--- src/rtl/debounce_multi_if.sv ---
// Button-conditioner bus: raw button inputs towards the conditioner, and the
// cleaned levels, edge pulses and sample-tick strobe back to the consumer.
interface debounce_multi_if #(
    parameter int CHANNELS = 5
) ();
    logic [CHANNELS-1:0] btn_in;
    logic [CHANNELS-1:0] level;
    logic [CHANNELS-1:0] rise;
    logic [CHANNELS-1:0] fall;
    logic [CHANNELS-1:0] press;
    logic                tick;

    // Consumer side: drives the raw buttons, observes the conditioned outputs.
    modport master (
        output btn_in,
        input  level, rise, fall, press, tick
    );

    // Conditioner side.
    modport slave (
        input  btn_in,
        output level, rise, fall, press, tick
    );
endinterface

--- src/rtl/debounce_multi.sv ---
// N-channel push-button conditioner: 2-FF synchroniser, tick-based stability
// counter, registered rise/fall pulses and optional hold-to-repeat key events.
module debounce_multi #(
    parameter int                  CHANNELS     = 5,
    parameter bit                  ACTIVE_LOW   = 1'b0,
    parameter int                  TICK_DIV     = 1000,
    parameter int                  STABLE_TICKS = 16,
    parameter logic [CHANNELS-1:0] REPEAT_EN    = '0,
    parameter int                  REPEAT_DELAY = 500,
    parameter int                  REPEAT_RATE  = 100
) (
    input  logic             clk,
    input  logic             reset_n,
    debounce_multi_if.slave  bus
);

    localparam int PW   = $clog2(TICK_DIV + 1);
    localparam int SW   = $clog2(STABLE_TICKS + 1);
    localparam int RMAX = (REPEAT_DELAY > REPEAT_RATE) ? REPEAT_DELAY : REPEAT_RATE;
    localparam int RW   = $clog2(RMAX + 1);

    localparam logic [PW-1:0]       PRE_LAST   = PW'(TICK_DIV - 1);
    localparam logic [SW-1:0]       STAB_LAST  = SW'(STABLE_TICKS - 1);
    localparam logic [RW-1:0]       DELAY_LAST = RW'(REPEAT_DELAY - 1);
    localparam logic [RW-1:0]       RATE_LAST  = RW'(REPEAT_RATE - 1);
    localparam logic [CHANNELS-1:0] POLARITY   = {CHANNELS{ACTIVE_LOW}};

    logic [PW-1:0]       pre_cnt;
    logic [PW-1:0]       pre_next;
    logic                tick_q;
    logic [CHANNELS-1:0] s1;
    logic [CHANNELS-1:0] s2;
    logic [CHANNELS-1:0] level_q;
    logic [CHANNELS-1:0] rise_q;
    logic [CHANNELS-1:0] fall_q;
    logic [CHANNELS-1:0] press_q;
    logic [SW-1:0]       stab_cnt [CHANNELS];
    logic [RW-1:0]       rep_cnt  [CHANNELS];
    logic [CHANNELS-1:0] rep_phase;   // 0: waiting for first repeat, 1: steady rate
    logic [CHANNELS-1:0] flip;
    logic [CHANNELS-1:0] rep_hit;

    // Next prescaler count, wrapping at TICK_DIV-1.
    always_comb begin
        pre_next = (pre_cnt == PRE_LAST) ? '0 : pre_cnt + 1'b1;
    end

    // Prescaler; tick is registered so it is high exactly while the count sits at TICK_DIV-1.
    always_ff @(posedge clk) begin
        // NOTE: sequential state uses non-blocking assignments so every register
        // samples pre-edge values, independent of block ordering.
        if (!reset_n) begin
            pre_cnt <= '0;
            tick_q  <= 1'b0;
        end else begin
            pre_cnt <= pre_next;
            tick_q  <= (pre_next == PRE_LAST);
        end
    end

    // Two-flop synchroniser with polarity fix in front of it.
    always_ff @(posedge clk) begin
        if (!reset_n) begin
            s1 <= '0;
            s2 <= '0;
        end else begin
            s1 <= bus.btn_in ^ POLARITY;
            s2 <= s1;
        end
    end

    // Per-channel decisions: level flip on the last qualifying tick, repeat hit while held.
    always_comb begin
        // NOTE: every output gets a default first so no path leaves a value
        // unassigned, which would otherwise infer a latch.
        flip    = '0;
        rep_hit = '0;
        for (int i = 0; i < CHANNELS; i++) begin
            flip[i]    = tick_q && (s2[i] != level_q[i]) && (stab_cnt[i] == STAB_LAST);
            rep_hit[i] = REPEAT_EN[i] && level_q[i] && !flip[i] && tick_q &&
                         (rep_cnt[i] == (rep_phase[i] ? RATE_LAST : DELAY_LAST));
        end
    end

    // Stability counters, debounced level and registered edge/press pulses.
    always_ff @(posedge clk) begin
        if (!reset_n) begin
            level_q <= '0;
            rise_q  <= '0;
            fall_q  <= '0;
            press_q <= '0;
            // NOTE: the counter arrays are small per-channel registers, not RAM,
            // so clearing every entry on reset is intended.
            for (int i = 0; i < CHANNELS; i++) begin
                stab_cnt[i] <= '0;
            end
        end else begin
            level_q <= level_q ^ flip;
            rise_q  <= flip & s2;
            fall_q  <= flip & ~s2;
            press_q <= (flip & s2) | rep_hit;
            for (int i = 0; i < CHANNELS; i++) begin
                if (s2[i] == level_q[i]) begin
                    stab_cnt[i] <= '0;                 // any agreeing cycle kills a glitch
                end else if (tick_q) begin
                    stab_cnt[i] <= flip[i] ? '0 : stab_cnt[i] + 1'b1;
                end
            end
        end
    end

    // Auto-repeat timers: cleared while released, on rise and on fall; reload after each pulse.
    always_ff @(posedge clk) begin
        if (!reset_n) begin
            rep_phase <= '0;
            for (int i = 0; i < CHANNELS; i++) begin
                rep_cnt[i] <= '0;
            end
        end else begin
            for (int i = 0; i < CHANNELS; i++) begin
                if (!REPEAT_EN[i] || !level_q[i] || flip[i]) begin
                    rep_cnt[i]   <= '0;
                    rep_phase[i] <= 1'b0;
                end else if (tick_q) begin
                    if (rep_hit[i]) begin
                        rep_cnt[i]   <= '0;
                        rep_phase[i] <= 1'b1;
                    end else begin
                        rep_cnt[i] <= rep_cnt[i] + 1'b1;
                    end
                end
            end
        end
    end

    assign bus.level = level_q;
    assign bus.rise  = rise_q;
    assign bus.fall  = fall_q;
    assign bus.press = press_q;
    assign bus.tick  = tick_q;

endmodule

--- src/flat_wrapper.sv ---
// flat-port wrapper written by rule: the top's interface ports become plain ports
module debounce_multi_flat 
#(
    parameter int                  CHANNELS     = 5,
    parameter bit                  ACTIVE_LOW   = 1'b0,
    parameter int                  TICK_DIV     = 1000,
    parameter int                  STABLE_TICKS = 16,
    parameter logic [CHANNELS-1:0] REPEAT_EN    = '0,
    parameter int                  REPEAT_DELAY = 500,
    parameter int                  REPEAT_RATE  = 100
)
  (clk, reset_n, bus_btn_in, bus_level, bus_rise, bus_fall, bus_press, bus_tick);
  debounce_multi_if #(.CHANNELS(CHANNELS)) bus_i ();
  input  logic clk;
  input  logic reset_n;
  input wire logic [$bits(bus_i.btn_in)-1:0] bus_btn_in;
  output wire logic [$bits(bus_i.level)-1:0] bus_level;
  output wire logic [$bits(bus_i.rise)-1:0] bus_rise;
  output wire logic [$bits(bus_i.fall)-1:0] bus_fall;
  output wire logic [$bits(bus_i.press)-1:0] bus_press;
  output wire logic [$bits(bus_i.tick)-1:0] bus_tick;
  assign bus_i.btn_in = bus_btn_in;
  assign bus_level = bus_i.level;
  assign bus_rise = bus_i.rise;
  assign bus_fall = bus_i.fall;
  assign bus_press = bus_i.press;
  assign bus_tick = bus_i.tick;
  debounce_multi #(.CHANNELS(CHANNELS), .ACTIVE_LOW(ACTIVE_LOW), .TICK_DIV(TICK_DIV), .STABLE_TICKS(STABLE_TICKS), .REPEAT_EN(REPEAT_EN), .REPEAT_DELAY(REPEAT_DELAY), .REPEAT_RATE(REPEAT_RATE)) u_core (.clk(clk), .reset_n(reset_n), .bus(bus_i));
endmodule
--- config.mk ---
export PLATFORM = sky130hd
export DESIGN_NAME = debounce_multi_flat
export DESIGN_NICKNAME = d
export VERILOG_FILES = /design/src/rtl/debounce_multi_if.sv /design/src/rtl/debounce_multi.sv /design/src/flat_wrapper.sv
export SDC_FILE = /design/constraint.sdc
export NUM_CORES = 1
export LEC_CHECK = 0
export BUFFER_PORTS_ARGS = -buffer_cell sky130_fd_sc_hd__buf_4
export CAP_MARGIN = 20
export CORE_MARGIN = 2
export CORE_UTILIZATION = 30
export CTS_CLUSTER_DIAMETER = 80
export CTS_CLUSTER_SIZE = 24
export DETAILED_ROUTE_END_ITERATION = 12
export PLACE_DENSITY_LB_ADDON = 0.3
export SYNTH_ARGS = -nofsm -noshare
export SYNTH_HDL_FRONTEND = slang
export SYNTH_SLANG_ARGS = --single-unit
--- constraint.sdc ---
create_clock -name clk -period 3.66 [get_ports clk]
set_input_delay 0.366 -clock clk [delete_from_list [all_inputs] [get_ports clk]]
set_output_delay 0.366 -clock clk [all_outputs]
set_load 0.03 [all_outputs]
==> qor.csv, run 1 <==
metric,value,unit
seq_area,0.00147,sq mm
switching_power,277,uW
syn-num-nets,264,
dieWidth,97.5,microns
ys_ff_latch,61,
routedWlPerCell,11.4,microns
io_buffers,27,
netlist_area,0.00263,sq mm
antenna_cells,0,
p_int,1040,uW
gr-total-overflow,0,
setup_violations,0,
fin_tns_setup,0,ns
synth_area_per_cell,10.7,sq um
die_area,0.00951,sq mm
drt-initial-drc-count,94,
leakage,0.00120,uW
hold_viol_final,0,
max_freq,0.550,GHz
numCtsBuffers,9,
yosysSeqAreaShare,56.1,%
path_class,reg -> reg,
period_needed,1.82,ns
cts_tree,done,
fin_skew,0.00695,ns
drc,0,
gp_congestion,0.809,
initial_core_util,30.5,%
rsz0062_at_grt,no,
nets,293,
synth_cell_types,31,
cp.arrival,2.01,ns
drt_first_pass_iters,4,
rows,34,
vias,1695,
routed_via_density,4.38,
core,0.00859,sq mm
worst_pin_slew,0.524,ns
outcome,"complete, no violations",
drive_above_1_share,15.8,%
nFillCells,853,
synthCells,245,
grt_use_total,9.78,%
cts_buffer_depth,2,
antenna_found_initial,0,
cts_hold_buf,0,
postCtsSetupBuffers,0,
grt_max_degree,24,
cp.required,3.85,ns
critPathCaptureType,flop,
p_sw_share,21.1,%
combPwrFrac,2.4,%
root_buffer,clkbuf_8,
crit_path_max_fanout,5,
ant_nets,0,
maxSlewViolCount,0,
cap_violations,0,
grt_pass1_vias,1608,
area_growth_syn_to_layout,17.7,%
vdd_drop_max,0.000232,V
routed_wirelength,4420,microns
yosysWarnings,0,
cts_resized,0,
htree_levels,3,
power_frac_seq,55.7,%
start_kind,flop,
die_y,97.5,microns
slew_headroom,65.0,%
hpwl,3080,microns
final.period_utilization,49.7,%
final_util,35.9,%
io_pins,28,
clk_latency,0.33,ns
hp-class,in -> reg,
cts.sinks,61,
clock_power_share,41.9,%
multi_input_area,0.00104,sq mm
power_density,425,mW/mm^2
grt_pass1_wl,7380,microns
clkTransAtPathRegs,0.06,ns
placed cells by master (no fill, tap or decap), types with 2 or more instances in the layout:
| master | instances |
|---|---|
| nand4_1 | 4 |
| nand2b_1 | 8 |
| xnor2_1 | 11 |
| or3_1 | 5 |
| ha_1 | 12 |
| edfxtp_1 | 25 |
| nand2_1 | 16 |
| buf_4 | 27 |
| nor2b_1 | 2 |
| a21oi_1 | 2 |
| and2_1 | 13 |
| xor2_1 | 10 |
| clkinv_2 | 4 |
| dfxtp_1 | 36 |
| nor2_1 | 32 |
| nor3b_1 | 10 |
| clkbuf_8 | 10 |
| nand3_1 | 15 |
| a21boi_0 | 5 |
| and3_1 | 7 |
| inv_1 | 13 |
layer usage:
metal | track usage, % | up-vias | routed length [microns]
met5 | 0 | - | 0
li1 | - | 883 | -
met2 | 14.8 | 44 | 1980
met1 | 12.3 | 766 | 2150
met4 | 3.85 | 0 | 17
met3 | 4.32 | 2 | 271
flip-flops by register name, indices dropped and copies added, names as in the netlist:
signal,count
u_core.bus.fall,5
u_core.stab_cnt,25
u_core.bus.tick,1
u_core.s1,5
u_core.s2,5
u_core.bus.rise,5
u_core.pre_cnt,10
u_core.bus.level,5
through the flow:
step           instances  hold slack [ns]  total power (uW)  area, sq um  setup slack (ns)
2_1_floorplan        245            0.412               765         2630              1.98
3_3_place_gp         371            0.424               778         2900              1.85
3_5_place_dp         371            0.422               778         2900              1.85
4_1_cts              387            0.221              1340         3090              1.83
5_1_grt              387            0.222              1370         3090              1.73
6_report             387            0.243              1310         3090              1.84
power groups by stage:
| stage | logic [uW] | registers, uW | clock network, uW |
|---|---|---|---|
| floorplan | 22.8 | 742 | 0 |
| global placement | 32.3 | 745 | 0 |
| detailed placement | 32.5 | 746 | 0 |
| CTS | 32.7 | 731 | 574 |
| global route | 36.9 | 733 | 597 |
| finish | 31.9 | 731 | 550 |
layout make-up:
class	count	area share [%]
flip-flops and latches	61	47.6
multi-input cells	162	33.8
repair buffers	27	6.56
clock buffers	12	5.39
well taps	108	4.37
inverters	13	1.58
clock inverters	4	0.648
logic make-up (layout without fill, tap and decap cells):
kind of cell / Yosys count / after routing / share of synthesized area, %
simple gates: 116 / 116 / 23.5
flops: 61 / 61 / 56.1
buf+inv: 22 / 56 / 4.15
xor+xnor: 21 / 21 / 7.01
compound gates: 13 / 13 / 3.57
fa+ha+maj: 12 / 12 / 5.72
synth_stat cells:
library cell  count  share of area [%]
edfxtp_1         25                 29
o21bai_1          1               0.29
nand2b_1          8                1.9
nand2_1          16                2.3
and3_2            1               0.29
nor2b_1           2               0.48
o31ai_1           1               0.29
o2111a_1          1               0.43
a21oi_1           2               0.38
buf_4             5                1.4
o311a_1           1               0.38
xnor2_1          11                3.7
a21boi_0          5                1.4
xor2_1           10                3.3
nor3b_1          10                2.9
and4bb_1          1               0.48
o21ai_1           1               0.19
ha_1             12                5.7
and4b_1           1               0.38
nor3b_2           1               0.48
buf_6             1               0.43
and2_1           13                3.1
nand3_1          15                2.9
nor2_1           32                4.6
and3_1            7                1.7
clkbuf_1          3               0.43
or3_1             5                1.2
inv_1            13                1.9
dfxtp_1          36                 27
nand4_1           4               0.95
o21ai_0           1               0.19
path summary, 6_finish.rpt:
path,from,end,slack [ns],depth (start not counted)
setup / recovery,u_core.stab_cnt[3][0],u_core.stab_cnt[3][0],1.84,5
hold / removal,bus_btn_in[3],u_core.s1[3],0.24,2
setup reg to reg,u_core.stab_cnt[3][0],u_core.stab_cnt[3][0],1.84,5
hold reg to reg,u_core.s1[4],u_core.s2[4],0.43,1
critical path, cell delays in order (launching register included):
cell and delay (ns):
edfxtp_1 0.41, ha_1 0.25, and3_1 0.20, ha_1 0.24
or3_1 0.46, nor2_1 0.12
Note: power is estimated with default switching activity, not from simulation.
==> inputs of run 2 (changes only) <==
==> constraint.sdc (replaced) <==
create_clock -name clk -period 1.65 [get_ports clk]
set_input_delay 0.165 -clock clk [delete_from_list [all_inputs] [get_ports clk]]
set_output_delay 0.165 -clock clk [all_outputs]
set_load 0.03 [all_outputs]
==> run 2 against run 1 <==
Clock skew grew 0.00096 ns; count of clock-buffer cells in the layout grew 2; largest power group unchanged; sequential power grew 120%; non-clock buffer count grew 23; first-iteration DRC count shrank 28%; maximum frequency grew 12%; critical endpoint is now u_core.stab_cnt[1][0].
==> qor.csv, run 2 (synthesis gave the netlist of run 1 again) <==
metric,value,unit,change
outcome,"complete, no violations",,
gp_congestion,0.784,,-3.2%
slew_headroom,79.0,%,+14 points
core,0.00859,sq mm,unchanged
power_density,838,mW/mm^2,+97%
cts.sinks,61,,unchanged
maxSlewViolCount,0,,unchanged
drive_above_1_share,32.8,%,+17 points
grt_use_met2,15.7,%,+0.90 points
grt_pass1_wl,7350,microns,-0.38%
drc,0,,unchanged
start_kind,flop,,
grt_pass1_vias,1676,,+4.2%
hp-class,in -> reg,,
setup_violations,0,,unchanged
mostFrequentLayoutCells,"buf_4 (50), dfxtp_1 (36), edfxtp_1 (25), nand2_1 (16), nor2_2 (16)",,
hold_viol_final,0,,unchanged
rows,34,,unchanged
antenna_cells,0,,unchanged
io_buffers,27,,unchanged
die_y,97.5,microns,unchanged
routed_via_density,4.40,,+0.46%
routed_wirelength,4530,microns,+2.6%
final_common_cell,buf_4,,
period_needed,1.62,ns,-0.195 ns
cts_buffer_depth,2,,unchanged
cts_hold_buf,0,,unchanged
fin_skew,0.00790,ns,+0.000958 ns
root_buffer,clkbuf_8,,
ant_nets,0,,unchanged
drt_first_pass_iters,4,,unchanged
p_sw_share,21.1,%,+0.047 points
gr-total-overflow,0,,unchanged
numCtsBuffers,9,,unchanged
combPwrFrac,3.3,%,+0.9 points
cap_violations,0,,unchanged
switching_power,597,uW,+120%
htree_levels,3,,unchanged
grt_use_total,9.77,%,-0.012 points
place_area,0.00306,sq mm,+5.5%
design_area,0.00337,sq mm,+9.1%
die_area,0.00951,sq mm,unchanged
cp.arrival,1.82,ns,-0.19 ns
dieWidth,97.5,microns,unchanged
area_growth_syn_to_layout,28.4,%,
hpwl,3220,microns,+4.5%
use_met1,11.5,%,-0.81 points
nets,316,,+7.8%
critPathCaptureType,flop,,
initial_core_util,30.5,%,unchanged
cp.required,1.85,ns,-2.00 ns
power_frac_seq,57.3,%,+1.6 points
path_class,reg -> reg,,
use_met3,4.10,%,-0.22 points
vias,1804,,+6.4%
antenna_found_initial,0,,unchanged
clock_power_share,39.4,%,-2.5 points
max_freq,0.616,GHz,+12%
top_register,u_core.stab_cnt,,
grt_max_degree,24,,unchanged
clkTransAtPathRegs,0.06,ns,about the same
drt-initial-drc-count,68,,-28%
p_int,2230,uW,+110%
crit_path_max_fanout,5,,unchanged
final_util,39.2,%,+3.3 points
largest_register_ffs,25,,unchanged
routedWlPerCell,11.1,microns,-3.2%
final.period_utilization,98.3,%,+49 points
leakage,0.00128,uW,+7.3%
rsz0062_at_grt,yes,,
grt-busiest-layer,met2,,
clk_latency,0.33,ns,about the same
cts_tree,done,,
io_pins,28,,unchanged
vdd_drop_max,0.000507,V,+120%
reg.largest.list,"u_core.stab_cnt x25, u_core.pre_cnt x10",,
worst_pin_slew,0.315,ns,-0.209 ns
run 2: changes by cell type in the layout (fill, tap and decap cells not counted), moves of 2 or more:
cell      delta
buf_4       +23
nor2_1      -17
clkinv_2     -2
ha_2         +8
nor2_2      +16
or3_1        -5
clkbuf_1     +3
ha_4         +2
ha_1        -10
and3_1       -3
or3_4        +5
and3_4       +3
run 2: repair_timing:
| action | in CTS | in global routing |
|---|---|---|
| gates resized for setup | 7 | 25 |
| endpoints found under the setup margin | 25 | 25 |
| pin swaps | 5 | 23 |
| buffers inserted | 1 | 4 |
run 2: final timing paths:
path / from / to / slack [ns] / cells after the start
hold reg to reg: u_core.s1[1] / u_core.s2[1] / 0.43 / 1
setup reg to reg: u_core.stab_cnt[1][0] / u_core.stab_cnt[1][0] / 0.03 / 5
hold / removal: bus_btn_in[3] / u_core.s1[3] / 0.04 / 2
setup / recovery: u_core.stab_cnt[1][0] / u_core.stab_cnt[1][0] / 0.03 / 5
run 2: critical path, cell delays in order (launching register included):
cell and delay (ns):
edfxtp_1 0.41, ha_2 0.21, and3_4 0.18, ha_4 0.15, or3_4 0.43, nor2_2 0.12
run 2: routing by layer:
| layer | up-vias | wire, microns |
|---|---|---|
| met3 | 5 | 233 |
| met1 | 831 | 2060 |
| met2 | 38 | 2190 |
| li1 | 930 | - |
| met5 | - | 0 |
| met4 | 0 | 50 |
run 2: power groups by stage:
stage / sequential (uW) / combinational (uW) / clock [uW]
after global placement: 1650 / 85.8 / 0
after floorplan: 1650 / 51.0 / 0
after detailed placement: 1650 / 86.3 / 0
final: 1620 / 92.3 / 1110
after global routing: 1620 / 105 / 1220
after CTS: 1620 / 87.5 / 1160
run 2: stage by stage:
step	total power [uW]	setup WS (ns)	TNS (ns)	hold WS (ns)	cells
2_1_floorplan	1700	0.0000299	0	0.292	245
3_3_place_gp	1740	0.0158	0	0.378	389
3_5_place_dp	1740	-0.0270	-0.171	0.376	389
4_1_cts	2870	0.000107	0	0.0177	406
5_1_grt	2950	-0.0275	-0.0651	0.0264	410
6_report	2820	0.0277	0	0.0422	410
run 2: cell type report:
class                           count  area [sq um]
Timing Repair Buffer               50           375
Clock buffer                       14           153
Tap cell                          108           135
Clock inverter                      2          10.0
Multi-Input combinational cell    162          1180
Inverter                           13          48.8
Sequential cell                    61          1470
Fill cell                         877          5220
==> inputs of run 3 (changes only) <==
--- a/config.mk
+++ b/config.mk
@@ -13,6 +13,7 @@
 export CTS_CLUSTER_SIZE = 24
 export DETAILED_ROUTE_END_ITERATION = 12
 export PLACE_DENSITY_LB_ADDON = 0.3
+export SETUP_SLACK_MARGIN = 0.4
 export SYNTH_ARGS = -nofsm -noshare
 export SYNTH_HDL_FRONTEND = slang
 export SYNTH_SLANG_ARGS = --single-unit
==> run 3 against run 2 <==
Sequential cell count stayed put; first-iteration DRC count is 24% lower; sequential share of layout area is 3.3 points lower; clock power is 23% higher; cell count is 1.7% higher; via count is 3.7% higher; maximum frequency is 4.7% higher; critical path type unchanged; count of clock-buffer cells in the layout is 2 lower; non-clock buffer count is 7 higher; design area is 9.5% higher; largest power group unchanged; core utilization is 3.7 points higher; total power is 9.4% higher.
==> qor.csv, run 3 (synthesis gave the netlist of run 1 again) <==
metric,value,unit,change
outcome,"complete, no violations",,
routed_via_density,4.49,,+2.0%
setup_violations,0,,unchanged
routed_wirelength,4950,microns,+9.1%
rows,34,,unchanged
cap_violations,0,,unchanged
grt_use_total,10.9,%,+1.2 points
nFillCells,827,,-5.7%
initial_core_util,30.5,%,unchanged
fin_skew,0.0113,ns,+0.00337 ns
antenna_found_initial,0,,unchanged
ant_nets,0,,unchanged
core,0.00859,sq mm,unchanged
antenna_cells,0,,unchanged
die_y,97.5,microns,unchanged
drt_first_pass_iters,4,,unchanged
nets,323,,+2.2%
grt_pass1_vias,1807,,+7.8%
top_layer_used,met4,,
reg.largest.list,"u_core.stab_cnt x25, u_core.pre_cnt x10",,
vias,1871,,+3.7%
power_density,838,mW/mm^2,about the same
worst_pin_slew,0.309,ns,-0.00617 ns
path_cells,"ha_2, and3_4, ha_4, or3_4, nor2_2",,
hpwl,3250,microns,+0.83%
fin_tns_setup,0,ns,unchanged
final_common_cell,buf_4,,
area_growth_syn_to_layout,40.6,%,
gp_congestion,0.732,,-6.6%
crit_path_top_delay_cell,edfxtp_1,,
crit_path_max_incr_delay,0.41,ns,-0.02 ns
root_buffer,clkbuf_8,,
cts.sinks,61,,unchanged
io_buffers,27,,unchanged
largest_register_ffs,25,,unchanged
max_freq,0.645,GHz,+4.7%
place_area,0.00307,sq mm,+0.33%
vdd_drop_max,0.000303,V,-40%
design_area,0.00369,sq mm,+9.5%
drive_above_1_share,45.6,%,+13 points
numCtsBuffers,9,,unchanged
routedWlPerCell,11.9,microns,+7.3%
cts_tree,done,,
top_register,u_core.stab_cnt,,
grt_max_degree,19,,-21%
power,3090,uW,+9.4%
leakage,0.00144,uW,+12%
met1_length,2290,microns,+11%
path_class,reg -> reg,,
final_util,42.9,%,+3.7 points
rsz0062_at_grt,yes,,
drc,0,,unchanged
hp-class,in -> reg,,
io_pins,28,,unchanged
hold_viol_final,0,,unchanged
dieWidth,97.5,microns,unchanged
mostFrequentLayoutCells,"buf_4 (48), dfxtp_1 (29), edfxtp_1 (25), nor2_2 (18), nand3_1 (15)",,
final.period_utilization,93.9,%,-4.4 points
period_needed,1.55,ns,-0.0727 ns
cp.required,1.86,ns,about the same
htree_levels,3,,unchanged
die_area,0.00951,sq mm,unchanged
cts_buffer_depth,2,,unchanged
crit_path_max_fanout,5,,unchanged
slew_headroom,79.4,%,+0.44 points
gr-total-overflow,0,,unchanged
cp.arrival,1.76,ns,-0.06 ns
drt-initial-drc-count,52,,-24%
start_kind,flop,,
wl_met3,227,microns,-2.6%
critPathCaptureType,flop,,
clk_latency,0.34,ns,about the same
maxSlewViolCount,0,,unchanged
clkTransAtPathRegs,0.07,ns,about the same
wl_met2,2360,microns,+7.7%
grt_pass1_wl,8220,microns,+12%
-- run 3: routing by layer --
layer	global-route usage, %	up-vias
li1	-	950
met1	13.2	886
met4	4.81	0
met3	4.32	8
met2	17.2	27
met5	0	-
-- run 3: through the flow --
| step | setup WS, ns | hold slack, ns | std cells |
|---|---|---|---|
| global route | 0.0395 | 0.0267 | 417 |
| floorplan | 0.160 | 0.292 | 245 |
| global placement | 0.0873 | 0.374 | 375 |
| finish | 0.100 | 0.0346 | 417 |
| CTS | 0.105 | 0.0202 | 412 |
| detailed placement | 0.0820 | 0.378 | 375 |
-- run 3: where the power goes --
group / internal [uW] / switching [uW] / total, uW
logic: 55.4 / 46.7 / 102
clock network: 811 / 557 / 1370
registers: 1590 / 28.2 / 1620
total: 2460 / 632 / 3090
-- run 3: area by class of cell --
class	instances	area, sq um	share of cell area [%]
multi-input cells	162	1340	36.4
clock inverters	4	45.0	1.22
well taps	108	135	3.66
repair buffers	57	462	12.5
clock buffers	12	165	4.48
inverters	13	48.8	1.32
flip-flops and latches	61	1490	40.4
-- run 3: path summary, 6_finish.rpt --
kind / slack, ns / end / start / cells past startpoint
setup / recovery: 0.10 / u_core.stab_cnt[0][0] / u_core.stab_cnt[0][1] / 5
hold / removal: 0.03 / u_core.s1[3] / bus_btn_in[3] / 2
setup reg to reg: 0.10 / u_core.stab_cnt[0][0] / u_core.stab_cnt[0][1] / 5
hold reg to reg: 0.43 / u_core.s2[2] / u_core.s1[2] / 1
-- run 3: what timing repair did --
item | CTS | global route
gates cloned | 0 | 0
gates resized for setup | 39 | 32
setup endpoints to repair | 68 | 56
hold buffers | 0 | 0
pin swaps | 30 | 8
setup buffers | 21 | 5
-- run 3: worst max-delay path: cells and delay by family (launching register included) --
| family | cells | cell delay, ns |
|---|---|---|
| adder cells (fa/ha/maj) | 2 | 0.34 |
| flip-flops | 1 | 0.41 |
| AND/OR/NAND/NOR | 3 | 0.66 |
